**src/rtl/wb_packet_bridge.sv**
```systemverilog
// wb_packet_bridge: parses read/write/ping byte frames into wishbone_master packet commands
// and streams back a status byte plus read payload.
module wb_packet_bridge #(
    parameter int ADDRESS_WIDTH = 16,
    parameter int DATA_WIDTH    = 8,
    parameter int MAX_PAYLOAD   = 8,
    parameter int LEN_N         = 3,
    parameter int RX_TIMEOUT    = 1024
) (
    input  logic                              clk_i,
    input  logic                              rst_i,
    input  logic [DATA_WIDTH-1:0]             rx_data_i,
    input  logic                              rx_valid_i,
    output logic                              rx_ready_o,
    output logic [DATA_WIDTH-1:0]             tx_data_o,
    output logic                              tx_valid_o,
    input  logic                              tx_ready_i,
    output logic [ADDRESS_WIDTH-1:0]          transfer_address,
    output logic [MAX_PAYLOAD*DATA_WIDTH-1:0] payload_in,
    input  logic [MAX_PAYLOAD*DATA_WIDTH-1:0] payload_out,
    output logic [LEN_N-1:0]                  payload_length,
    output logic                              start_read,
    output logic                              start_write,
    input  logic                              completed,
    input  logic                              timeout
);
    localparam int PW = MAX_PAYLOAD * DATA_WIDTH;
    localparam int TW = $clog2(RX_TIMEOUT + 1);

    typedef enum logic [2:0] {
        S_CMD, S_ADDR_H, S_ADDR_L, S_DATA, S_START, S_WAIT, S_STATUS, S_RDATA
    } state_t;

    state_t                  state_q;
    logic                    live_q;
    logic [1:0]              op_q;
    logic [LEN_N-1:0]        len_q;
    logic [LEN_N-1:0]        cnt_q;
    logic [2*DATA_WIDTH-1:0] addr_q;
    logic [PW-1:0]           payload_q;
    logic [PW-1:0]           rdata_q;
    logic [DATA_WIDTH-1:0]   status_q;
    logic [TW-1:0]           idle_q;
    logic                    rx_phase, rx_fire, tx_fire, rx_to;

    // live_q keeps rx_ready_o low while reset is held even though state is CMD
    assign rx_phase         = state_q inside {S_CMD, S_ADDR_H, S_ADDR_L, S_DATA};
    assign rx_ready_o       = live_q & rx_phase;
    assign rx_fire          = rx_valid_i & rx_ready_o;
    assign tx_valid_o       = state_q inside {S_STATUS, S_RDATA};
    assign tx_fire          = tx_valid_o & tx_ready_i;
    assign tx_data_o        = state_q == S_STATUS ? status_q :
                              state_q == S_RDATA  ? rdata_q[cnt_q*DATA_WIDTH +: DATA_WIDTH] : '0;
    assign rx_to            = rx_phase && state_q != S_CMD && !rx_fire && idle_q == TW'(RX_TIMEOUT - 1);
    assign start_read       = state_q == S_START && !op_q[0];
    assign start_write      = state_q == S_START && op_q[0];
    assign transfer_address = addr_q[ADDRESS_WIDTH-1:0];
    assign payload_in       = payload_q;
    assign payload_length   = len_q;

    always_ff @(posedge clk_i or negedge rst_i) begin
        if (!rst_i) begin
            state_q   <= S_CMD;
            live_q    <= 1'b0;
            op_q      <= '0;
            len_q     <= '0;
            cnt_q     <= '0;
            addr_q    <= '0;
            payload_q <= '0;
            rdata_q   <= '0;
            status_q  <= '0;
            idle_q    <= '0;
        end else begin
            live_q <= 1'b1;
            idle_q <= (rx_fire || !rx_phase || state_q == S_CMD) ? '0 : idle_q + 1'b1;
            if (rx_to) state_q <= S_CMD;
            else case (state_q)
                S_CMD: if (rx_fire) begin
                    op_q     <= rx_data_i[7:6];
                    len_q    <= rx_data_i[LEN_N-1:0];
                    cnt_q    <= '0;
                    // ping (10) answers 0x00, invalid (11) answers 0x80
                    status_q <= rx_data_i[7] ? {rx_data_i[6], {(DATA_WIDTH-1){1'b0}}} : '0;
                    state_q  <= rx_data_i[7] ? S_STATUS : S_ADDR_H;
                end
                S_ADDR_H: if (rx_fire) begin
                    addr_q[2*DATA_WIDTH-1:DATA_WIDTH] <= rx_data_i;
                    state_q <= S_ADDR_L;
                end
                S_ADDR_L: if (rx_fire) begin
                    addr_q[DATA_WIDTH-1:0] <= rx_data_i;
                    state_q <= op_q[0] ? S_DATA : S_START;
                end
                S_DATA: if (rx_fire) begin
                    payload_q[cnt_q*DATA_WIDTH +: DATA_WIDTH] <= rx_data_i;
                    cnt_q <= cnt_q + 1'b1;
                    if (cnt_q == len_q) state_q <= S_START;
                end
                S_START: state_q <= S_WAIT;
                S_WAIT: if (completed || timeout) begin
                    status_q <= {{(DATA_WIDTH-1){1'b0}}, timeout};
                    rdata_q  <= payload_out;
                    state_q  <= S_STATUS;
                end
                S_STATUS: if (tx_fire) begin
                    cnt_q   <= '0;
                    state_q <= (op_q == 2'b00 && status_q == '0) ? S_RDATA : S_CMD;
                end
                S_RDATA: if (tx_fire) begin
                    cnt_q <= cnt_q + 1'b1;
                    if (cnt_q == len_q) state_q <= S_CMD;
                end
                default: state_q <= S_CMD;
            endcase
        end
    end
endmodule

```
**config.mk**
```make
export PLATFORM = sky130hd
export DESIGN_NAME = wb_packet_bridge
export DESIGN_NICKNAME = d
export VERILOG_FILES = /design/src/rtl/wb_packet_bridge.sv
export SDC_FILE = /design/constraint.sdc
export NUM_CORES = 1
export LEC_CHECK = 0
export ABC_AREA = 1
export BUFFER_PORTS_ARGS = -buffer_cell sky130_fd_sc_hd__buf_2
export CELL_PAD_IN_SITES_DETAIL_PLACEMENT = 0
export CELL_PAD_IN_SITES_GLOBAL_PLACEMENT = 1
export CORE_MARGIN = 2
export CORE_UTILIZATION = 44
export DETAILED_ROUTE_END_ITERATION = 6
export PLACE_DENSITY_LB_ADDON = 0.1
export SLEW_MARGIN = 15
export SYNTH_ARGS = -nofsm -noshare
export SYNTH_HDL_FRONTEND = slang
export SYNTH_SLANG_ARGS = --single-unit
export TNS_END_PERCENT = 100
```
**constraint.sdc**
```tcl
create_clock -name clk_i -period 3.2 [get_ports clk_i]
set_input_delay 0.32 -clock clk_i [delete_from_list [all_inputs] [get_ports clk_i]]
set_output_delay 0.32 -clock clk_i [all_outputs]
set_load 0.02 [all_outputs]
```
# Yosys cells after proc, flatten, opt, wreduce, memory -nomap -nowiden
# Index checks and enable logic that the tools add are counted.
dict set report word_totals {
  reg_bits 175
  latchBits 0
  ram_bits 0
  mem_bits_ro 0
  input_bits 78
  out_inout_bits 95
  elab_cells 99
  memories 0
}
dict set report classes {
  addsub 3
  n_mul 0
  n_div 0
  n_lt_le_gt_ge 0
  eq_ne 23
  shift 3
  mux 27
  bitwise 4
  n_reduce_logical 28
}
# cell count
set op_table {}
lappend op_table {{$bwmux 64} 1}
lappend op_table {{$shift 8x34->64 const A} 1}
lappend op_table {{$shiftx 64x7->8} 1}
lappend op_table {{$shiftx 8x34->64} 1}
lappend op_table {{$mux 3} 17}
lappend op_table {{$mux 8} 5}
lappend op_table {{$neg 6->34} 1}
lappend op_table {{$pmux 3 s8} 1}
lappend op_table {{$ne 3x3->1 const B} 7}
lappend op_table {{$pmux 8 s2} 1}
lappend op_table {{$reduce_and 3->1} 5}
lappend op_table {{$eq 3x3->1 const B} 4}
lappend op_table {{$pmux 3 s4} 1}
lappend op_table {{$add 11x1->11 const B} 1}
lappend op_table {{$eq 11x10->1 const B} 1}
lappend op_table {{$mux 11} 1}
lappend op_table {{$ne 2x2->1 const B} 5}
lappend op_table {{$reduce_and 9->1} 1}
lappend op_table {{$logic_not 8->1} 1}
lappend op_table {{$reduce_bool 4->1} 2}
lappend op_table {{$eq 3x2->1 const B} 2}
lappend op_table {{$logic_and 1x1->1} 6}
lappend op_table {{$ne 3x2->1 const B} 2}
lappend op_table {{$reduce_and 6->1} 1}
lappend op_table {{12 further kinds} 19}

# Longest topological paths before layout
dict set report depth {
  depth_word 9
  mapped_depth 12
  ltp_nobuf 11
}

# Least setup slack after synthesis
# No wires, ideal clock.
dict set report synth_timing {
  path_kind {flip-flop to flip-flop}
  from {register cnt_q[0]}
  to {register payload_q[38] (netlist: payload_in[38])}
  setup_time_ns 0.120
  arrival_ns 2.032
  slack_ns 1.048
  path_stages_with_launch 13
  period_less_slack_ns 2.152
  path_cell_list {dfrtp_1 -> buf_4 -> inv_4 -> buf_4 -> buf_2 -> ha_1 -> ha_1 -> nand2_2 -> inv_2 -> nand4_4 -> buf_6 -> nand2_1 -> o21ai_2}
}
dict set report synth_between {
  elab_chain_len 3
  elab_cells_between_ends 4
  classes_between {1 x add/sub; 2 x shift; 1 x mux}
}
# element line_no
set synth_rtl {}
lappend synth_rtl {{from (decl)} 38} ;# logic [LEN_N-1:0] cnt_q;
lappend synth_rtl {{from (signal assigned)} 96} ;# cnt_q <= cnt_q + 1'b1;
lappend synth_rtl {{from (signal assigned)} 110} ;# cnt_q <= cnt_q + 1'b1;
lappend synth_rtl {{$neg 6->34 *} 95} ;# payload_q[cnt_q*DATA_WIDTH +: DATA_WIDTH] <= rx_data_i;
lappend synth_rtl {{$shiftx 8x34->64 / $shift 8x34->64 (equally long branches)} 95}
lappend synth_rtl {{$bwmux 64 *} 95}
lappend synth_rtl {{to (signal, indexed assignment)} 95}
lappend synth_rtl {{to (decl)} 40} ;# logic [PW-1:0] payload_q;
# Mark *: on every way between the ends. The rest lies on a longest branch, timed or not.
# A chain may end at the register's enable or synchronous reset.

# Final worst setup path
dict set report layout_timing {
  from {register cnt_q[0]}
  to {output port tx_data_o[4]}
}
dict set report layout_between {
  elab_chain_len 3
}
# element line_no
set layout_rtl {}
lappend layout_rtl {{$shiftx 64x7->8} 53} ;# state_q == S_RDATA ? rdata_q[cnt_q*DATA_WIDTH +: DATA_WIDTH] : '0;
lappend layout_rtl {{$mux 8} 53}
lappend layout_rtl {{$mux 8} 52} ;# assign tx_data_o = state_q == S_STATUS ? status_q :
lappend layout_rtl {{to (decl)} 15} ;# output logic [DATA_WIDTH-1:0] tx_data_o,
# No other way between the ends.

==> reports/qor.log <==
INFO  worst_setup_path worst_r2r_endpoint=payload_in[52]
INFO  worst_setup_path critical_path.endpoint=tx_data_o[4]
INFO  final_layout   antenna_cells_inserted=0
INFO  grt            gr-usage-all-layers=0.216
INFO  sta            relSlewSlack=0.599
INFO  final_layout   flow.area_growth_from_synthesis=20.8%
INFO  final_layout   final_cell_mix=171 x buf_2, 170 x nand2_1, 168 x dfrtp_1, 64 x inv_1, 60 x o21ai_1
INFO  place          detailed_place.area=0.00872mm2
INFO  synthesis      synth_cells=814
INFO  power          vdd.ir_drop.worst=0.000421V
INFO  sta            setup_violations=0
INFO  routing        post_dr_vias_cell=5.04
INFO  place          pre_cts_slack=0.957ns
INFO  sta            fin_tns_setup=0ns
INFO  grt            grt_max_degree=97
INFO  grt            grt_first_pass_wirelength=31300um
INFO  cts            path_clk_slew=0.07ns
INFO  final_layout   finalInstanceArea=0.00935mm2
INFO  sta            final_min_period_over_clock_period=0.780
INFO  place          quantity_of_i_o_buffers_inserted_on_ports=172
INFO  status         status=complete, no violations
INFO  routing        detail_route.first_pass.iterations=5
INFO  cts            cts_made_buffers=17
INFO  worst_setup_path worst_ep_required_time=2.88ns
INFO  synthesis      yosys_register_bits=169
INFO  sta            finalWorstPathRequiredPeriod=2.50ns
INFO  worst_setup_path critical_path_peak_fanout=53
INFO  routing        avgRoutedWirePerCell=16.1um
INFO  worst_setup_path origin_of_the_worst_setup_path=cnt_q[0]
INFO  sta            achievable-frequency=0.400GHz
INFO  worst_setup_path cp.arrival=2.18ns
INFO  cts            clkLatencyLatePin=0.42ns
INFO  sta            max_slew_violations=0
INFO  power          power_per_cell_area=791mW/mm2
INFO  cts            cts_tree=yes
INFO  floorplanning  fp-row-count=48
INFO  sta            hold_viol=0
INFO  routing        drt.antenna.violating_nets=0
INFO  floorplanning  io_pins=173
INFO  place          place.detailed.hpwl=14300um
INFO  worst_setup_path regToRegSetupSlack=0.99ns
INFO  routing        detail_route.wirelength=19600um
INFO  synthesis      ys_types=36
INFO  grt            global_route.overflow_total=0
INFO  floorplanning  coreArea=0.0172mm2
INFO  place          final_weighted_congestion_of_routability_driven_global_placement=0.830
INFO  power          cellLeakagePower=4.52nW
INFO  floorplanning  die_w=137um
INFO  routing        drt_first_iter_violations=484
INFO  final_layout   seqCellArea=0.00423mm2
INFO  floorplanning  die_height=137um
INFO  synthesis      synth_sequential_area_ratio=0.546
INFO  synthesis      yosysWarnings=0
INFO  flow_run       cap_viol_max_count=0
INFO  floorplanning  floorplan.die_area=0.0187mm2
INFO  sta            slack_of_the_critical_path=0.703ns
INFO  cts            postCtsResizedCells=0
INFO  cts            cts_root_buffer=clkbuf_16
INFO  floorplanning  initial_core_util=0.449
INFO  grt            grt_pass1_vias=6014
INFO  grt            antenna_violations_before_repair=0
INFO  worst_setup_path worstRegToRegCells=6
INFO  synthesis      netlist_area=0.00774mm2
INFO  final_layout   layout_commonest_cell=buf_2
INFO  sta            finClkSkew=0.00835ns
INFO  sta            grt_setup_unrepaired=false
INFO  final_layout   final_core_utilization=0.543
INFO  power          total_power=7.40mW
INFO  final_layout   final_nets=1059
INFO  final_layout   layout-drive-gt1-share=0.309
INFO  final_layout   layout.filler_cells=1574
INFO  routing        total_number_of_vias=6109
INFO  sta            timing.hold.ws=0.112ns
INFO  sta            max_slew.worst_pin.slew=0.601ns
INFO  cts            numClockSinks=169
INFO  worst_setup_path worstSetupStartpointType=flop
INFO  final_layout   combined_area_of_the_multi_input_logic_cells=0.00299mm2
INFO  synthesis      synthesis.area_per_instance=9.51um2
INFO  place          place_inst=1179
INFO  worst_setup_path cp-end-kind=output port
INFO  final_layout   post_layout_cell_count=1212
INFO  synthesis      mappedNetlistNets=899
INFO  routing        drc_errors=0
INFO  cts            cts_max_path_buffers=2
INFO  worst_setup_path critical_path_class=reg -> out
INFO  worst_setup_path r2r_start=cnt_q[2]
INFO  worst_hold_path worst_hold_path_type=in -> reg
INFO  cts            cts-htree-levels=4
synthesized netlist by cell type (all sizes together):
cell type,instances,area [um2]
a21oi,54,270
a31oi,6,37.5
buf,32,219
clkbuf,5,18.8
conb,1,3.75
dfrtp,169,4230
ha,7,87.6
inv,74,285
mux2,32,360
nand2,179,709
nand3,47,290
nand3b,1,7.51
nand4,5,91.3
nor2,48,218
nor3,5,30.0
o211ai,4,30.0
o21a,1,8.76
o21ai,142,831
o21bai,1,7.51
xor2,1,8.76
critical path, stage by stage (launching register included):
cell and delay (ns):
dfrtp_2 0.39, buf_4 0.45, o21ai_0 0.27, nand3_1 0.15, nand2_1 0.07, a31oi_1 0.20, buf_2 0.20
worst min-delay path by stage:
stage	start	depth (start not counted)	endpoint
2_1_floorplan	rst_i	0	cnt_q[0]
3_3_place_gp	rst_i	1	rdata_q[44]
3_5_place_dp	rst_i	1	rdata_q[44]
4_1_cts	payload_out[46]	3	rdata_q[46]
5_1_grt	payload_out[44]	3	rdata_q[44]
6_report	payload_out[31]	3	rdata_q[31]
sequential cells by signal (all words and copies together) (netlist names):
name              count
status_q              2
cnt_q                 3
transfer_address     16
op_q                  2
state_q               3
payload_in           64
payload_length        3
live_q                1
idle_q               11
rdata_q              64
cells by family (layout without fill, tap and decap cells):
logic type | after synthesis | count (layout) | share of synthesized area
simple gates | 285 | 285 | 0.174
compound gates | 208 | 208 | 0.153
flops | 169 | 169 | 0.546
buf+inv | 111 | 284 | 0.0675
mux | 32 | 32 | 0.0465
fa+ha+maj | 7 | 7 | 0.0113
other cells | 1 | 1 | 0.000484
xor+xnor | 1 | 1 | 0.00113
metal layers:
metal  track usage  wire, um  vias to the layer above
met1         0.307      9090                     2923
li1              -         -                     3023
met3        0.0367       936                       23
met4        0.0608       252                        0
met2         0.343      9280                      140
met5             0         0                        -
layout make-up:
cell class	instances	share of cell area
clock buffer	18	0.0470
clock inverter	14	0.0198
inverter	74	0.0305
multi-input combinational	534	0.320
sequential	169	0.452
tap	225	0.0301
timing repair buffer	178	0.100
power by group:
part | switching (mW) | total [mW] | leakage (nW) | internal (mW)
clock network | 0.900 | 2.17 | 0.296 | 1.27
logic | 1.36 | 2.14 | 2.05 | 0.787
registers | 0.324 | 3.08 | 2.18 | 2.76
total | 2.58 | 7.40 | 4.52 | 4.82
what timing repair did:
| item | in CTS | in global routing |
|---|---|---|
| hold buffers | 1 | 0 |
| endpoints found under the hold margin | 55 | 0 |
| setup buffers | 0 | 0 |
No activity file was read; power rests on OpenSTA's default activity.
